### src/rtl/hs_axi2apb_bridge.sv
// ============================================================================
// Module   : hs_axi2apb_bridge
// Purpose  : Single-outstanding AXI4 slave to APB4 master bridge. Each 64-bit
//            AXI beat becomes one or two 32-bit APB transfers.
// Revision : 1.0 - initial release
// ============================================================================
`default_nettype none

module hs_axi2apb_bridge #(
    parameter int APB_ADDR_W = 32
) (
    input  logic                  acr_clk,
    input  logic                  acr_rst,
    input  logic [31:0]           axi_awaddr,
    input  logic [3:0]            axi_awlen,
    input  logic [2:0]            axi_awsize,
    input  logic [1:0]            axi_awburst,
    input  logic                  axi_awlock,
    input  logic [3:0]            axi_awcache,
    input  logic [2:0]            axi_awprot,
    input  logic                  axi_awvalid,
    output logic                  axi_awready,
    input  logic [63:0]           axi_wdata,
    input  logic [7:0]            axi_wstrb,
    input  logic                  axi_wlast,
    input  logic                  axi_wvalid,
    output logic                  axi_wready,
    output logic [7:0]            axi_bid,
    output logic [1:0]            axi_bresp,
    output logic                  axi_bvalid,
    input  logic                  axi_bready,
    input  logic [7:0]            axi_arid,
    input  logic [31:0]           axi_araddr,
    input  logic [3:0]            axi_arlen,
    input  logic [2:0]            axi_arsize,
    input  logic [1:0]            axi_arburst,
    input  logic                  axi_arlock,
    input  logic [3:0]            axi_arcache,
    input  logic [2:0]            axi_arprot,
    input  logic                  axi_arvalid,
    output logic                  axi_arready,
    output logic [7:0]            axi_rid,
    output logic [63:0]           axi_rdata,
    output logic [1:0]            axi_rresp,
    output logic                  axi_rlast,
    output logic                  axi_rvalid,
    input  logic                  axi_rready,
    output logic [APB_ADDR_W-1:0] apb_paddr,
    output logic                  apb_psel,
    output logic                  apb_penable,
    output logic                  apb_pwrite,
    output logic [31:0]           apb_pwdata,
    output logic [3:0]            apb_pstrb,
    output logic [2:0]            apb_pprot,
    input  logic [31:0]           apb_prdata,
    input  logic                  apb_pready,
    input  logic                  apb_pslverr
);

    typedef enum logic [2:0] {
        S_IDLE   = 3'd0,
        S_WDATA  = 3'd1,
        S_SETUP  = 3'd2,
        S_ACCESS = 3'd3,
        S_BRESP  = 3'd4,
        S_RDATA  = 3'd5
    } state_t;

    state_t      r_state;
    state_t      w_state_nxt;
    logic        r_wr;
    logic        r_ptr_wr;
    logic [31:0] r_addr;
    logic [3:0]  r_len;
    logic [1:0]  r_size;
    logic [1:0]  r_burst;
    logic [2:0]  r_prot;
    logic [7:0]  r_id;
    logic [3:0]  r_beat;
    logic        r_half;
    logic        r_err;
    logic [63:0] r_wdata;
    logic [7:0]  r_wstrb;
    logic [63:0] r_rdata;

    logic        w_grant_wr;
    logic        w_grant_rd;
    logic        w_aw_hs;
    logic        w_ar_hs;
    logic        w_sel;
    logic        w_lane;
    logic        w_last_sub;
    logic        w_last_beat;
    logic [31:0] w_incr;
    logic [31:0] w_wmask;
    logic [31:0] w_addr_nxt;
    logic [31:0] w_paddr;
    logic        w_unused;

    // Round-robin only matters when both channels request in the same cycle.
    assign w_grant_wr  = axi_awvalid & (~axi_arvalid | r_ptr_wr);
    assign w_grant_rd  = axi_arvalid & (~axi_awvalid | ~r_ptr_wr);
    assign w_aw_hs     = (r_state == S_IDLE) & w_grant_wr;
    assign w_ar_hs     = (r_state == S_IDLE) & w_grant_rd;

    // A 64-bit beat walks both lanes; narrower beats use the lane of addr[2].
    assign w_lane      = (r_size == 2'd3) ? r_half : r_addr[2];
    assign w_last_sub  = (r_size != 2'd3) | r_half;
    assign w_last_beat = (r_beat == r_len);

    assign w_incr  = 32'd1 << r_size;
    assign w_wmask = (({28'd0, r_len} + 32'd1) << r_size) - 32'd1;

    always_comb begin
        w_addr_nxt = r_addr + w_incr;
        case (r_burst)
            2'b00:   w_addr_nxt = r_addr;
            2'b10:   w_addr_nxt = (r_addr & ~w_wmask) | ((r_addr + w_incr) & w_wmask);
            default: w_addr_nxt = r_addr + w_incr;
        endcase
    end

    always_comb begin
        w_state_nxt = r_state;
        case (r_state)
            S_IDLE: begin
                if (w_aw_hs)      w_state_nxt = S_WDATA;
                else if (w_ar_hs) w_state_nxt = S_SETUP;
            end
            S_WDATA:  if (axi_wvalid) w_state_nxt = S_SETUP;
            S_SETUP:  w_state_nxt = S_ACCESS;
            S_ACCESS: begin
                if (apb_pready) begin
                    if (!w_last_sub) w_state_nxt = S_SETUP;
                    else if (r_wr)   w_state_nxt = w_last_beat ? S_BRESP : S_WDATA;
                    else             w_state_nxt = S_RDATA;
                end
            end
            S_BRESP:  if (axi_bready) w_state_nxt = S_IDLE;
            S_RDATA:  if (axi_rready) w_state_nxt = w_last_beat ? S_IDLE : S_SETUP;
            default:  w_state_nxt = S_IDLE;
        endcase
    end

    always_ff @(posedge acr_clk or posedge acr_rst) begin
        if (acr_rst) begin
            r_state  <= S_IDLE;
            r_wr     <= 1'b0;
            r_ptr_wr <= 1'b1;
            r_addr   <= 32'd0;
            r_len    <= 4'd0;
            r_size   <= 2'd0;
            r_burst  <= 2'd0;
            r_prot   <= 3'd0;
            r_id     <= 8'd0;
            r_beat   <= 4'd0;
            r_half   <= 1'b0;
            r_err    <= 1'b0;
            r_wdata  <= 64'd0;
            r_wstrb  <= 8'd0;
            r_rdata  <= 64'd0;
        end else begin
            r_state <= w_state_nxt;
            case (r_state)
                S_IDLE: begin
                    if (w_aw_hs) begin
                        r_wr     <= 1'b1;
                        r_ptr_wr <= 1'b0;
                        r_addr   <= axi_awaddr;
                        r_len    <= axi_awlen;
                        r_size   <= axi_awsize[2] ? 2'd3 : axi_awsize[1:0];
                        r_burst  <= axi_awburst;
                        r_prot   <= axi_awprot;
                        r_id     <= 8'd0;
                        r_beat   <= 4'd0;
                        r_half   <= 1'b0;
                        r_err    <= 1'b0;
                    end else if (w_ar_hs) begin
                        r_wr     <= 1'b0;
                        r_ptr_wr <= 1'b1;
                        r_addr   <= axi_araddr;
                        r_len    <= axi_arlen;
                        r_size   <= axi_arsize[2] ? 2'd3 : axi_arsize[1:0];
                        r_burst  <= axi_arburst;
                        r_prot   <= axi_arprot;
                        r_id     <= axi_arid;
                        r_beat   <= 4'd0;
                        r_half   <= 1'b0;
                        r_err    <= 1'b0;
                        r_rdata  <= 64'd0;
                    end
                end
                S_WDATA: begin
                    if (axi_wvalid) begin
                        r_wdata <= axi_wdata;
                        r_wstrb <= axi_wstrb;
                    end
                end
                S_ACCESS: begin
                    if (apb_pready) begin
                        if (apb_pslverr) r_err <= 1'b1;
                        if (!r_wr) begin
                            if (w_lane) r_rdata[63:32] <= apb_prdata;
                            else        r_rdata[31:0]  <= apb_prdata;
                        end
                        if (!w_last_sub) begin
                            r_half <= 1'b1;
                        end else begin
                            r_half <= 1'b0;
                            if (r_wr && !w_last_beat) begin
                                r_addr <= w_addr_nxt;
                                r_beat <= r_beat + 4'd1;
                            end
                        end
                    end
                end
                S_RDATA: begin
                    // Read error status is per beat, so it restarts with each beat.
                    if (axi_rready && !w_last_beat) begin
                        r_addr  <= w_addr_nxt;
                        r_beat  <= r_beat + 4'd1;
                        r_err   <= 1'b0;
                        r_rdata <= 64'd0;
                    end
                end
                default: ;
            endcase
        end
    end

    assign axi_awready = w_aw_hs;
    assign axi_arready = w_ar_hs;
    assign axi_wready  = (r_state == S_WDATA);
    assign axi_bvalid  = (r_state == S_BRESP);
    assign axi_bresp   = {axi_bvalid & r_err, 1'b0};
    assign axi_bid     = 8'd0;
    assign axi_rvalid  = (r_state == S_RDATA);
    assign axi_rid     = r_id;
    assign axi_rdata   = r_rdata;
    assign axi_rresp   = {axi_rvalid & r_err, 1'b0};
    assign axi_rlast   = axi_rvalid & w_last_beat;

    assign w_sel       = (r_state == S_SETUP) | (r_state == S_ACCESS);
    assign w_paddr     = {r_addr[31:3], w_lane, 2'b00};
    assign apb_paddr   = w_paddr[APB_ADDR_W-1:0];
    assign apb_psel    = w_sel;
    assign apb_penable = (r_state == S_ACCESS);
    assign apb_pwrite  = w_sel & r_wr;
    assign apb_pwdata  = w_lane ? r_wdata[63:32] : r_wdata[31:0];
    assign apb_pstrb   = r_wr ? (w_lane ? r_wstrb[7:4] : r_wstrb[3:0]) : 4'h0;
    assign apb_pprot   = r_prot;

    assign w_unused = ^{axi_awlock, axi_awcache, axi_wlast, axi_arlock, axi_arcache, w_paddr};

endmodule

`default_nettype wire

### config.mk
export PLATFORM = sky130hd
export DESIGN_NAME = hs_axi2apb_bridge
export DESIGN_NICKNAME = d
export VERILOG_FILES = /design/src/rtl/hs_axi2apb_bridge.sv
export SDC_FILE = /design/constraint.sdc
export NUM_CORES = 1
export LEC_CHECK = 0
export BUFFER_PORTS_ARGS = -buffer_cell sky130_fd_sc_hd__clkbuf_2
export CORE_MARGIN = 3
export CORE_UTILIZATION = 48
export DETAILED_ROUTE_END_ITERATION = 7
export PLACE_DENSITY = 0.78
export SETUP_SLACK_MARGIN = 0.05
export SYNTH_ARGS = -nofsm -noshare
export SYNTH_HDL_FRONTEND = slang
export SYNTH_SLANG_ARGS = --single-unit
### constraint.sdc
create_clock -name acr_clk -period 6.6 [get_ports acr_clk]
set_input_delay 0 -clock acr_clk [delete_from_list [all_inputs] [get_ports acr_clk]]
set_output_delay 0 -clock acr_clk [all_outputs]
set_load 0.05 [all_outputs]
Yosys cells after proc, flatten, opt, wreduce, memory -nomap -nowiden. Cells that the tools add are included.

Memory bits (writable): 0. Word-level logic and storage cells: 142. Output and inout bits: 164. Bits in registers: 198. Memories kept: 0. Memory bits (read-only): 0. Bits of input ports: 220. Bits in latches: 0.

Add/subtract/negate cells: 4. Equality and inequality tests: 23. Div/mod/pow operators: 0. Multiply operators: 0. Bitwise operators: 19. Multiplexer cells: 62. Magnitude comparators: 0. Shift-type cells: 2. Reduce and logical (&&, ||, !) cells: 16.

Operator list (number): two-way mux 64 bit (5); two-way mux 32 bit (9); one-hot mux 64 bit (3 select lines) (1); one-hot mux 32 bit (3 select lines) (1); AND 32 bit (2); one-hot mux 32 bit (2 select lines) (1); two-way mux 4 bit (10); two-way mux 3 bit (11); adder 32 bit (1); NOT 32 bit (1); OR 32 bit (1); left shift 1 x 2 -> 32 bit, first input constant (1); left shift 5 x 2 -> 32 bit (1); subtractor 32 x 1 -> 32 bit, second input constant (1); one-hot mux 3 bit (6 select lines) (1); two-way mux 8 bit (2); inequality test 2 x 1 -> 1 bit, second input constant (8); two-way mux 2 bit (7); AND reduction 7 bit (2); inequality test 2 bit, second input constant (6); one-hot mux 4 bit (3 select lines) (1); two-way mux 1 bit (11); AND reduction 5 bit (2); AND 1 bit (8); 21 further kinds (32).

Longest topological paths before layout.
Depth in word-level cells: 11. Depth in mapped cells: 13. Depth with buffers taken out: 12.

Worst setup path before layout. OpenSTA, ideal clock, no wires.

Path type: flip-flop to flip-flop. From: reg r_size[1]. To: reg (tool-made name). Setup slack: 3.609 ns. Setup time: 0.121 ns. Stages on the path, launching flop included: 13. Clock period less this slack: 2.991 ns. Data arrival time: 2.870 ns. Path buffers: 1. Required time: 6.479 ns. Path through: dfrtp_1 > buf_2 > nor2_1 > ha_1 > inv_1 > fa_1 > nand2b_1 > a211oi_1 > and3_1 > and2_1 > nand2_1 > a21o_1 > a22o_1.

RTL lines: from (decl) (line 75) `logic [1:0] r_size;`; from (signal assigned) (line 171) `r_size <= axi_awsize[2] ? 2'd3 : axi_awsize[1:0];`; from (signal assigned) (line 183) `r_size <= axi_arsize[2] ? 2'd3 : axi_arsize[1:0];`.

Final worst setup path.
From: reg r_state[0]. To: reg r_size[0].

Longest elaborated chain between the ends: 4. Elaborated cells between the ends (all ways): 6. Classes of those cells: 1 x mux; 2 x bitwise; 3 x reduce/logical.

RTL lines: from (decl) (line 69) `state_t r_state;`; from (signal assigned) (line 163) `r_state <= w_state_nxt;`; logical NOT 3 bit * (line 103, 104, 164); AND 1 bit, on equally long branches (line 103, 104); nonzero test 2 bit (no source line); AND reduction 2 bit (no source line).

Every way passes the cells marked *; elsewhere a longest branch is shown, timed or not. A chain may end at the register's enable or synchronous reset.

==> results.ini <==
[placement]
io_buffer_count = 360
gp_congestion = 0.872
hpwl_um = 21200
dpl_cell_area_um2 = 12200
dp.cells = 1602

[floorplanning]
initial_core_util = 0.494
ios = 384
die_h_um = 154
die_area_um2 = 23700
row_count = 53
die_w_um = 154
core_area_um2 = 21300

[yosys]
synth_cells = 1054
synth_edf_count = 0
synth_compound_area_frac = 0.157
synth_cell_types = 81
synth_top_family_by_area = compound AO/OA/AOI/OAI gates
synth-main-ff-cell = dfrtp_1
async_reset_ff_frac = 1.00
synth-simple-area-share = 0.140
synth-seq-area-share = 0.471
muxShareOfSynthArea = 0.138
synth_xor_xnor_area_share = 0.0140
syn_avg_cell_area_um2 = 9.97
ys_ff_latch = 198
synth_adder_area_share = 0.0114
yosys_warnings = 0
synth_area_um2 = 10500

[sta]
worst_pin_slew_ns = 1.12
tns_ns = 0
clock-skew-final_ns = 0.0232
hold_viol = 0
finalSetupViolations = 0
min_period_over_period = 0.648
max-slew-margin-rel = 0.255
rsz0062_at_grt = no
maxSlewViolCount = 0
max_freq_ghz = 0.234
min_period_ns = 4.28

[critical_path]
crit_required_ns = 6.97
critPathMaxFanout = 48
worst_ep_arrival_time_ns = 4.65
path_class = register to register
slowest_stage = inv_2
worstReg2RegEnd = r_size[0]
reg2reg_from = r_state[0]
crit_chain = or3_4 -> or3_1 -> inv_2 -> o21ai_0 -> dlygate4sd3_1 -> nand3_1 -> dlygate4sd3_1
cp_slowest_stage_delay_ns = 0.90
rrSetupSlack_ns = 2.32
reg2reg_depth = 7
cpMostUsedCell = dlygate4sd3_1
start_kind = register
end_kind = register

[power_and_ir_drop]
p_sw_frac = 0.542
power_frac_clock = 0.126
comb_power_share = 0.609
p_switching_uw = 4650
sequentialPowerShare = 0.266
p_leak_uw = 0.00686
p_per_area_nw_per_um2 = 592
vdd_drop_max_mv = 0.455
p_int_uw = 3920

[layout]
drive_gt1_frac = 0.351
area_growth_syn_to_layout_pct = 37.6
postLayoutCellArea_um2 = 14500
nets = 1744
multiInputGateArea_um2 = 4910
seqCellArea_um2 = 4960
fin_cells = 1805
nFillCells = 1573

[clock_tree]
clock_latency_ns = 0.44
cts.sinks = 198
numCtsBuffers = 17
clk_path_buf_depth = 2
root_buffer = clkbuf_16
cts_tree = yes
htreeDepth = 4
cts_setup_buffers = 0
clk_pin_slew_worst_paths_ns = 0.08

[routing]
wl_per_cell_um = 18.4
vias_per_cell = 5.47
wl_um = 33200
dr.pass1.iters = 7
ant_nets = 0
remaining_drc_errors = 0
vias = 9882
dr.first_iter.drc_count = 876

[outcome]
status = finished clean

[grt]
grt_pass1_vias = 10122
grt-ovfl-total = 0
grt_max_degree = 133
antenna_found_initial = 2
grt_pass1_wl_um = 53400
grtUsageTotal = 0.276

[min_path]
worst_hold_startpoint = axi_awaddr[26]
min_path_cells = 5
hp-class = primary input to register

[flow_run]
maxCapViolCount = 0

==> worst max-delay path, delay by kind of cell, from the launching register on <==
| kind | cells | cell delay [ns] |
|---|---|---|
| flip-flops | 1 | 0.55 |
| buffers and inverters | 3 | 2.12 |
| AND/OR/NAND/NOR | 3 | 1.21 |
| AO/OA/AOI/OAI | 1 | 0.28 |
==> power groups by stage <==
stage / sequential (uW) / combinational, uW / clock [uW]
global route: 2350 / 5570 / 1140
CTS: 2230 / 5150 / 1090
floorplan: 2680 / 3550 / 0
detailed placement: 2260 / 4990 / 0
global placement: 2220 / 4900 / 0
finish: 2270 / 5210 / 1080
==> layout make-up <==
class / instances / area share
Antenna cell: 2 / 0.000346
Clock buffer: 17 / 0.0294
Clock inverter: 15 / 0.0131
Inverter: 22 / 0.00623
Multi-Input combinational cell: 740 / 0.339
Sequential cell: 198 / 0.343
Tap cell: 275 / 0.0238
Timing Repair Buffer: 536 / 0.245
==> per-layer routing <==
metal / vias up / GRT usage / wire, um
met5: - / 0 / 0
met4: 0 / 0.0938 / 1010
met3: 81 / 0.0605 / 2290
met2: 461 / 0.469 / 16400
met1: 4723 / 0.351 / 13500
li1: 4617 / - / -
==> cell usage after synthesis, types with 6 or more instances <==
cell type | number | area [um2]
nor3_1 | 10 | 50.1
o32a_1 | 9 | 90.1
nand2_1 | 180 | 676
dfrtp_1 | 197 | 4930
and2_1 | 6 | 37.5
buf_2 | 21 | 105
a22oi_1 | 11 | 82.6
clkbuf_1 | 29 | 109
nor2_1 | 39 | 146
mux2_2 | 108 | 1220
a21oi_1 | 28 | 140
a31oi_1 | 16 | 100
xor2_1 | 8 | 70.1
nor2b_1 | 7 | 43.8
and3_1 | 8 | 50.1
a22o_1 | 11 | 96.3
xnor2_1 | 7 | 61.3
o32ai_1 | 6 | 52.6
o21ai_0 | 117 | 586
o22ai_1 | 6 | 37.5
ha_1 | 8 | 100
nand4_1 | 10 | 62.6
inv_1 | 20 | 75.1
nand3_1 | 17 | 85.1
buf_4 | 48 | 360
mux2i_1 | 23 | 230
nand2b_1 | 12 | 75.1
==> per-stage QoR <==
stage	hold slack (ns)	utilization	setup slack, ns	power, uW
after floorplan	0.0933	-	1.20	6230
after global placement	0.221	0.571	2.99	7120
after detailed placement	0.226	0.571	2.91	7240
after CTS	0.000853	0.679	2.51	8480
after global routing	0.0318	0.680	2.16	9050
final	0.0196	0.680	2.32	8560
==> placed cells by master, fill, tap and decap left out, types with 12 or more instances in the layout <==
| master | n |
|---|---|
| nand3_1 | 17 |
| nand2b_1 | 12 |
| inv_1 | 19 |
| clkbuf_16 | 17 |
| a21oi_1 | 28 |
| clkbuf_2 | 360 |
| mux2i_1 | 22 |
| o21ai_0 | 117 |
| a31oi_1 | 16 |
| dlygate4sd3_1 | 169 |
| dfrtp_1 | 197 |
| mux2_2 | 108 |
| nand2_1 | 178 |
| conb_1 | 12 |
| nor2_1 | 38 |
==> logic make-up (layout without fill, tap and decap cells) <==
group                    count (synthesis)  after routing
adder cells (fa/ha/maj)                  9              9
AND/OR/NAND/NOR                        316            316
buffers and inverters                  127            590
AO/OA/AOI/OAI                          256            256
flip-flops                             198            198
XOR/XNOR                                16             16
other                                    1             14
multiplexers                           131            131
==> timing repair <==
action | 4_1_cts | 5_1_grt
gates resized for setup | 0 | 0
hold endpoints to repair | 303 | 0
hold buffers | 169 | 0
endpoints found under the setup margin | 0 | 0
==> worst max path at each step <==
stage	end	slack (ns)	start
floorplan	async pin	1.20	acr_rst
global placement	register	2.99	r_size[1]
detailed placement	register	2.91	r_size[1]
CTS	r_size[0]	2.51	r_state[0]
global route	r_size[0]	2.16	r_state[0]
finish	r_size[0]	2.32	r_state[0]
Power figures use the tool's default switching activity.
